--- src/rtl/playback_control.sv ---
// Button sequencer for the note-storage datapath: records notes, counts them and
// steps the playback slot at a fixed beat rate.
module playback_control #(
    parameter int BEAT_TICKS = 12_500_000,
    parameter int SLOTS      = 16
) (
    input  logic       i_clk,
    input  logic       i_reset,
    input  logic       i_record_req,
    input  logic       i_play_req,
    input  logic       i_stop_req,
    input  logic       i_clear_req,
    input  logic       i_loop_en,
    output logic       o_ld_note,
    output logic       o_ld_play,
    output logic [3:0] o_note_counter,
    output logic       o_display_note,
    output logic       o_busy,
    output logic       o_play_done,
    output logic [4:0] o_note_count
);

    localparam int          BW        = (BEAT_TICKS > 1) ? $clog2(BEAT_TICKS) : 1;
    localparam logic [BW-1:0] BEAT_LAST = BW'(BEAT_TICKS - 1);
    localparam logic [4:0]  MAX_COUNT = 5'(SLOTS);

    localparam logic [1:0] ST_IDLE = 2'd0;
    localparam logic [1:0] ST_REC  = 2'd1;
    localparam logic [1:0] ST_PLAY = 2'd2;

    logic [1:0]    r_state;
    logic          r_rec_prev, r_play_prev, r_stop_prev, r_clear_prev;
    logic          r_ld_note, r_ld_play, r_display_note, r_busy, r_play_done;
    logic [3:0]    r_note_counter;
    logic [4:0]    r_note_count;
    logic [BW-1:0] r_beat;

    logic w_rec_edge, w_play_edge, w_stop_edge, w_clear_edge;
    logic w_last_slot, w_beat_end;

    assign w_rec_edge   = i_record_req & ~r_rec_prev;
    assign w_play_edge  = i_play_req   & ~r_play_prev;
    assign w_stop_edge  = i_stop_req   & ~r_stop_prev;
    assign w_clear_edge = i_clear_req  & ~r_clear_prev;

    // Last stored slot: counter + 1 has reached the number of stored notes.
    assign w_last_slot = ({1'b0, r_note_counter} + 5'd1) >= r_note_count;
    assign w_beat_end  = (r_beat == BEAT_LAST);

    always_ff @(posedge i_clk or negedge i_reset) begin
        if (!i_reset) begin
            r_state        <= ST_IDLE;
            r_rec_prev     <= 1'b0;
            r_play_prev    <= 1'b0;
            r_stop_prev    <= 1'b0;
            r_clear_prev   <= 1'b0;
            r_ld_note      <= 1'b0;
            r_ld_play      <= 1'b0;
            r_display_note <= 1'b0;
            r_busy         <= 1'b0;
            r_play_done    <= 1'b0;
            r_note_counter <= 4'd0;
            r_note_count   <= 5'd0;
            r_beat         <= '0;
        end else begin
            r_rec_prev     <= i_record_req;
            r_play_prev    <= i_play_req;
            r_stop_prev    <= i_stop_req;
            r_clear_prev   <= i_clear_req;
            r_ld_note      <= 1'b0;
            r_display_note <= 1'b0;
            r_play_done    <= 1'b0;
            case (r_state)
                ST_IDLE: begin
                    // clear > play > record; losing edges are dropped
                    if (w_clear_edge) begin
                        r_note_count <= 5'd0;
                    end else if (w_play_edge) begin
                        if (r_note_count != 5'd0) begin
                            r_state        <= ST_PLAY;
                            r_ld_play      <= 1'b1;
                            r_busy         <= 1'b1;
                            r_display_note <= 1'b1;
                            r_note_counter <= 4'd0;
                            r_beat         <= '0;
                        end
                    end else if (w_rec_edge) begin
                        r_state   <= ST_REC;
                        r_ld_note <= 1'b1;
                        if (r_note_count != MAX_COUNT) begin
                            r_note_count <= r_note_count + 5'd1;
                        end
                    end
                end
                ST_REC: begin
                    r_state <= ST_IDLE;
                end
                ST_PLAY: begin
                    if (w_stop_edge || (w_beat_end && w_last_slot && !i_loop_en)) begin
                        r_state        <= ST_IDLE;
                        r_ld_play      <= 1'b0;
                        r_busy         <= 1'b0;
                        r_play_done    <= 1'b1;
                        r_note_counter <= 4'd0;
                        r_beat         <= '0;
                    end else if (w_beat_end) begin
                        r_note_counter <= w_last_slot ? 4'd0 : r_note_counter + 4'd1;
                        r_display_note <= 1'b1;
                        r_beat         <= '0;
                    end else begin
                        r_beat <= r_beat + BW'(1);
                    end
                end
                default: begin
                    r_state <= ST_IDLE;
                end
            endcase
        end
    end

    assign o_ld_note      = r_ld_note;
    assign o_ld_play      = r_ld_play;
    assign o_note_counter = r_note_counter;
    assign o_display_note = r_display_note;
    assign o_busy         = r_busy;
    assign o_play_done    = r_play_done;
    assign o_note_count   = r_note_count;

endmodule

--- config.mk ---
export PLATFORM = sky130hd
export DESIGN_NAME = playback_control
export DESIGN_NICKNAME = d
export VERILOG_FILES = /design/src/rtl/playback_control.sv
export SDC_FILE = /design/constraint.sdc
export NUM_CORES = 1
export LEC_CHECK = 0
export BUFFER_PORTS_ARGS = -buffer_cell sky130_fd_sc_hd__buf_2
export CAP_MARGIN = 20
export CORE_MARGIN = 3
export CORE_UTILIZATION = 53
export DETAILED_ROUTE_END_ITERATION = 10
export GPL_TIMING_DRIVEN = 0
export PLACE_DENSITY = 0.73
export SETUP_SLACK_MARGIN = 0.05
export SKIP_LAST_GASP = 1
export SYNTH_ARGS = -nofsm -noshare
export SYNTH_HDL_FRONTEND = slang
export SYNTH_SLANG_ARGS = --single-unit
--- constraint.sdc ---
create_clock -name i_clk -period 2.3 [get_ports i_clk]
set_input_delay 0.46 -clock i_clk [delete_from_list [all_inputs] [get_ports i_clk]]
set_output_delay 0.46 -clock i_clk [all_outputs]
set_load 0.01 [all_outputs]
Word-level counts from Yosys, hierarchy flattened
Index checks and enable logic that the tools add are counted.
W data, S select, Z words.

storage, ports and cells
  register bits after elaboration = 43
  input port bits = 7

cells by class
  add/sub/neg operators = 4
  order comparisons = 1
  equality and inequality tests = 11
  multiplexer cells = 40
  bitwise gates (word level) = 8
  reductions and logical operators = 14

operators with widths
  kind                     count
  $mux W24                 5
  $pmux W24 S2             1
  $add A24 B1 Y24 const B  1
  $eq A24 B24 Y1 const B   1
  $mux W4                  6
  $mux W5                  4
  $mux W1                  15
  $reduce_and A4 Y1        3
  $mux W2                  5
  $reduce_and A5 Y1        2
  $ne A3 B3 Y1 const B     3
  $ne A2 B2 Y1 const B     4
  $pmux W4 S2              1
  $reduce_bool A2 Y1       3
  $add A4 B1 Y5 const B    1
  $add A5 B1 Y5 const B    1
  $ge A5 B5 Y1             1
  $ne A5 B5 Y1 const B     1
  $reduce_bool A5 Y1       1
  $add A4 B1 Y4 const B    1
  $and A1 B1 Y1            4
  $not A1 Y1               4
  $pmux W1 S2              2
  $pmux W2 S2              1
  6 further kinds          7

Longest topological paths before layout
  depth after elaboration = 7
  gate-level depth with buffers = 8
  gate-level depth less buffers = 8

Worst setup path after synthesis
OpenSTA, ideal clock, no wires.

  kind = reg2reg
  from = register r_note_count[0] (netlist: o_note_count[0])
  to = register r_beat[15]
  library setup time = 119 ps
  data arrival time = 2088 ps
  slack = 93 ps
  stages on the path, launching flop included = 9
  buffers on the path = 1
  path through = dfrtp_1 inv_1 ha_1 or4b_2 a31oi_1 buf_2 nor4_1 xnor2_1 nor2_1

between the ends
  cells in the longest elaborated chain, start to end = 6
  elaborated cells between the ends (all ways) = 9

ends and longest elaborated chain
  item                               RTL line  source
  start: declaration                 35        logic [4:0] r_note_count;
  start signal: assignment           91        r_note_count <= r_note_count + 5'd1;
  $ge A5 B5 Y1                       47        assign w_last_slot = ({1'b0, r_note_counter} + 5'd1) >= r_note_count;
  $logic_and A1 B1 Y1 (2 in series)  99        if (w_stop_edge || (w_beat_end && w_last_slot && !i_loop_en)) begin
  $logic_or A1 B1 Y1                 99
  $mux W24                           99
  $pmux W24 S2                       73        case (r_state)
  end signal: assignment             111       r_beat <= r_beat + BW'(1);
  end: declaration                   36        logic [BW-1:0] r_beat;

Several ways; a longest one is shown, not always the timed one.
A chain may end at the register's enable or synchronous reset.

Worst setup path after layout
  from = register r_beat[9]
  to = register r_note_counter[2] (netlist: o_note_counter[2])

between the ends
  cells in the longest elaborated chain, start to end = 6
  elaborated cells between the ends (all ways) = 8

ends and longest elaborated chain
  item                                                        RTL line  source
  $eq A24 B24 Y1 (*)                                          48        assign w_beat_end = (r_beat == BEAT_LAST);
  $logic_and A1 B1 Y1 (2 in series)                           99
  $logic_or A1 B1 Y1                                          99
  $ne A3 B3 Y1 (no line) or $mux W4 (tied branches)           -
  $reduce_and A5 Y1 (no line) or $pmux W4 S2 (tied branches)  -
  end signal: assignment                                      107       r_note_counter <= w_last_slot ? 4'd0 : r_note_counter + 4'd1;
  end: declaration                                            34        logic [3:0] r_note_counter;

Mark *: on every way between the ends. The rest lies on a longest branch, timed or not.

==> run_results.csv <==
group,metric,value,unit
outcome,outcome,"finished, final reports clean",
yosys,synth_seq_area_share,46.04,%
yosys,syn_area_per_cell,9.820,um2
yosys,syn-num-nets,254,
timing,worst_slack,0.02754,ns
route,ant_nets,0,
clock_network,root_buffer,"clkbuf_8",
cells_and_area,area_delta_synth_final,17.24,%
yosys,synthArstFlopShare,100.0,%
cells_and_area,antenna-diode-count,0,
timing,report.final.slew_viol_count,0,
yosys,synth_edf_count,0,
clock_network,cts_buffer_depth,2,
cells_and_area,stdcell_area,2740,um2
timing,tightestPinTransition,0.9507,ns
timing,relSlewSlack,36.62,%
timing,period_minus_slack,2.272,ns
pwr,powerDensity,785.6,nW/um2
worst_setup_path,cp-end-kind,"flip-flop",
clock_network,cts_sinks,43,
route,routed_wirelength,5.040,mm
placed_design,gp_congestion,0.8470,
cells_and_area,final_cell_mix,"dfrtp_1, nor2_1, xnor2_1, buf_2, nand3_1",
timing,maxClockFrequency,0.4401,GHz
timing,rsz0062_at_grt,"true",
floorplan,rows,23,
yosys,ys_seq_elements,43,
timing,fin_skew,0.007398,ns
timing,post-route-period-util,98.80,%
timing,tns,0,ns
cells_and_area,drive_gt1_share,22.58,%
worst_hold_path,min_path_type,"input pin to flip-flop",
clock_network,cts_made_buffers,5,
clock_network,path_clk_slew,0.09,ns
placed_design,place_ws,-0.2864,ns
global_route,grt_first_pass_wirelength,8.659,mm
cells_and_area,final_common_cell,"dfrtp_1",
route,via_per_inst,5.760,
global_route,globalRouteOverflowTotal,0,
floorplan,ios,21,
yosys,synth_ff_type,"dfrtp_1",
global_route,grt_usage,20.89,%
floorplan,fp.coreArea,4115,um2
yosys,netlist_top_cells_area,"dfrtp_1, xnor2_1, ha_1",
worst_setup_path,cp_max_fo,7,
clock_network,ctsHoldBuffers,0,
timing,setup_viol,0,
job,drv_cap,0,
global_route,antenna_found_initial,0,
yosys,synthDistinctLibCells,46,
floorplan,die_h,72.41,um
route,vias,1895,
yosys,syn-instance-count,238,
cells_and_area,fill_cells,325,
route,first_iter_violations,141,
floorplan,dieArea,5242,um2
worst_setup_path,startpoint_type,"flip-flop",
clock_network,clk_latency,0.30,ns
placed_design,portBuffers,20,
placed_design,place_area,2500,um2
route,drtPass1Iterations,5,
cells_and_area,fin_nets,294,
timing,finalHoldViolations,0,
worst_setup_path,cp.arrival,2.46,ns
worst_setup_path,criticalPathCategory,"flip-flop to flip-flop",
global_route,grt_max_degree,44,
yosys,synth_warnings,0,
yosys,synth_top_area_share,46.04,%
pwr,ir_drop,0.0005488,V
placed_design,dpl.hpwl,3.407,mm
floorplan,initial_core_util,56.80,%
timing,finalHoldWorstSlack,0.2718,ns
clock_network,h-tree-depth,2,
worst_setup_path,cp_data_required_time,2.48,ns
floorplan,die_x,72.41,um
route,wl_per_cell,15.32,um
yosys,syn_area,2337,um2
pwr,total_power,2.153,mW
pwr,p_leak,1.205,nW
route,remaining_drc_errors,0,
global_route,grt_pass1_vias,1837,
clock_network,cts_tree,"done",
yosys,synth_top_area_cell,"dfrtp_1",
[logic make-up after synthesis]
logic type,synth area share [%]
and+or+nand+nor,28.00
adders and majority gates,4.818
buffers and inverters,3.158
muxes,0.9100
xor gates and xnor gates,8.994
AOI/OAI and AO/OA,8.084
DFF,46.04
[critical path: stages, from the launching register on]
cell and delay [ns]:
dfrtp_1 0.41, or4_4 0.55, or4_4 0.58, o211ai_4 0.31
a21boi_2 0.21, o22ai_1 0.08
[cell usage after synthesis, types with 2 or more instances]
cell type / instances
dfrtp_1: 43
nor2_1: 26
xnor2_1: 22
nand3_1: 17
nand2_1: 13
nor3_1: 11
nor4_1: 11
ha_1: 9
inv_1: 9
nand4_1: 6
o21ai_0: 6
a21oi_1: 5
nand2b_1: 4
nor2b_1: 4
nor4b_1: 4
or4_1: 4
and3_1: 3
buf_4: 3
nor3b_1: 3
o31ai_1: 3
or2_2: 3
and2_1: 2
buf_2: 2
clkbuf_1: 2
xor2_1: 2
[metal layers]
layer	track usage [%]	wire length (um)	share of wire [%]	vias to the layer above
met4	7.582	80	1.6	0
met5	0	0	0	-
li1	-	-	-	938
met3	3.186	242	4.8	9
met2	30.94	2255	45	51
met1	31.02	2462	49	897
[report_power, final]
| group | internal (mW) | total (mW) | switching [mW] |
|---|---|---|---|
| Sequential | 0.829 | 0.901 | 0.0720 |
| Clock | 0.208 | 0.478 | 0.270 |
| Combinational | 0.336 | 0.774 | 0.437 |
| Total | 1.37 | 2.15 | 0.779 |
[final timing paths]
kind,from,end,slack (ns),cells after the start
max reg2reg,r_beat[9]$_DFFE_PN0P_,o_note_counter[2]$_DFFE_PN0P_,0.03,5
min,i_record_req,r_rec_prev$_DFF_PN0_,0.27,1
min reg2reg,r_beat[0]$_DFFE_PN0P_,r_beat[0]$_DFFE_PN0P_,0.55,1
max in group asynchronous,i_reset,r_beat[16]$_DFFE_PN0P_,1.35,1
max,r_beat[9]$_DFFE_PN0P_,o_note_counter[2]$_DFFE_PN0P_,0.03,5
min in group asynchronous,i_reset,r_clear_prev$_DFF_PN0_,0.30,1
[timing repair]
| action | CTS | global route |
|---|---|---|
| gates resized for setup | 7 | 11 |
| gates cloned | 0 | 0 |
| setup endpoints to repair | 26 | 31 |
| setup buffers | 5 | 8 |
| pin swaps | 2 | 7 |
[stage by stage]
stage	util [%]	std cells
3_3_place_gp	60.75	308
2_1_floorplan	-	238
5_1_grt	66.59	329
3_5_place_dp	60.75	308
6_report	66.59	329
4_1_cts	64.40	321
[flip-flops by register name (all words and copies together) (netlist names)]
register,count
r_beat,24
o_note_count,5
o_note_counter,4
r_state,2
o_busy,1
o_display_note,1
o_ld_note,1
o_play_done,1
r_clear_prev,1
r_play_prev,1
r_rec_prev,1
r_stop_prev,1
[area by class of cell]
class | instances | area, um2 | area share (%)
Clock buffer | 5 | 68.82 | 2.511
Multi-Input combinational cell | 179 | 1227 | 44.79
Clock inverter | 3 | 15.01 | 0.5479
Sequential cell | 43 | 1079 | 39.36
Buffer | 7 | 52.55 | 1.918
Tap cell | 50 | 62.56 | 2.283
Timing Repair Buffer | 33 | 201.4 | 7.352
Inverter | 9 | 33.78 | 1.233
Power figures use the tool's default switching activity.
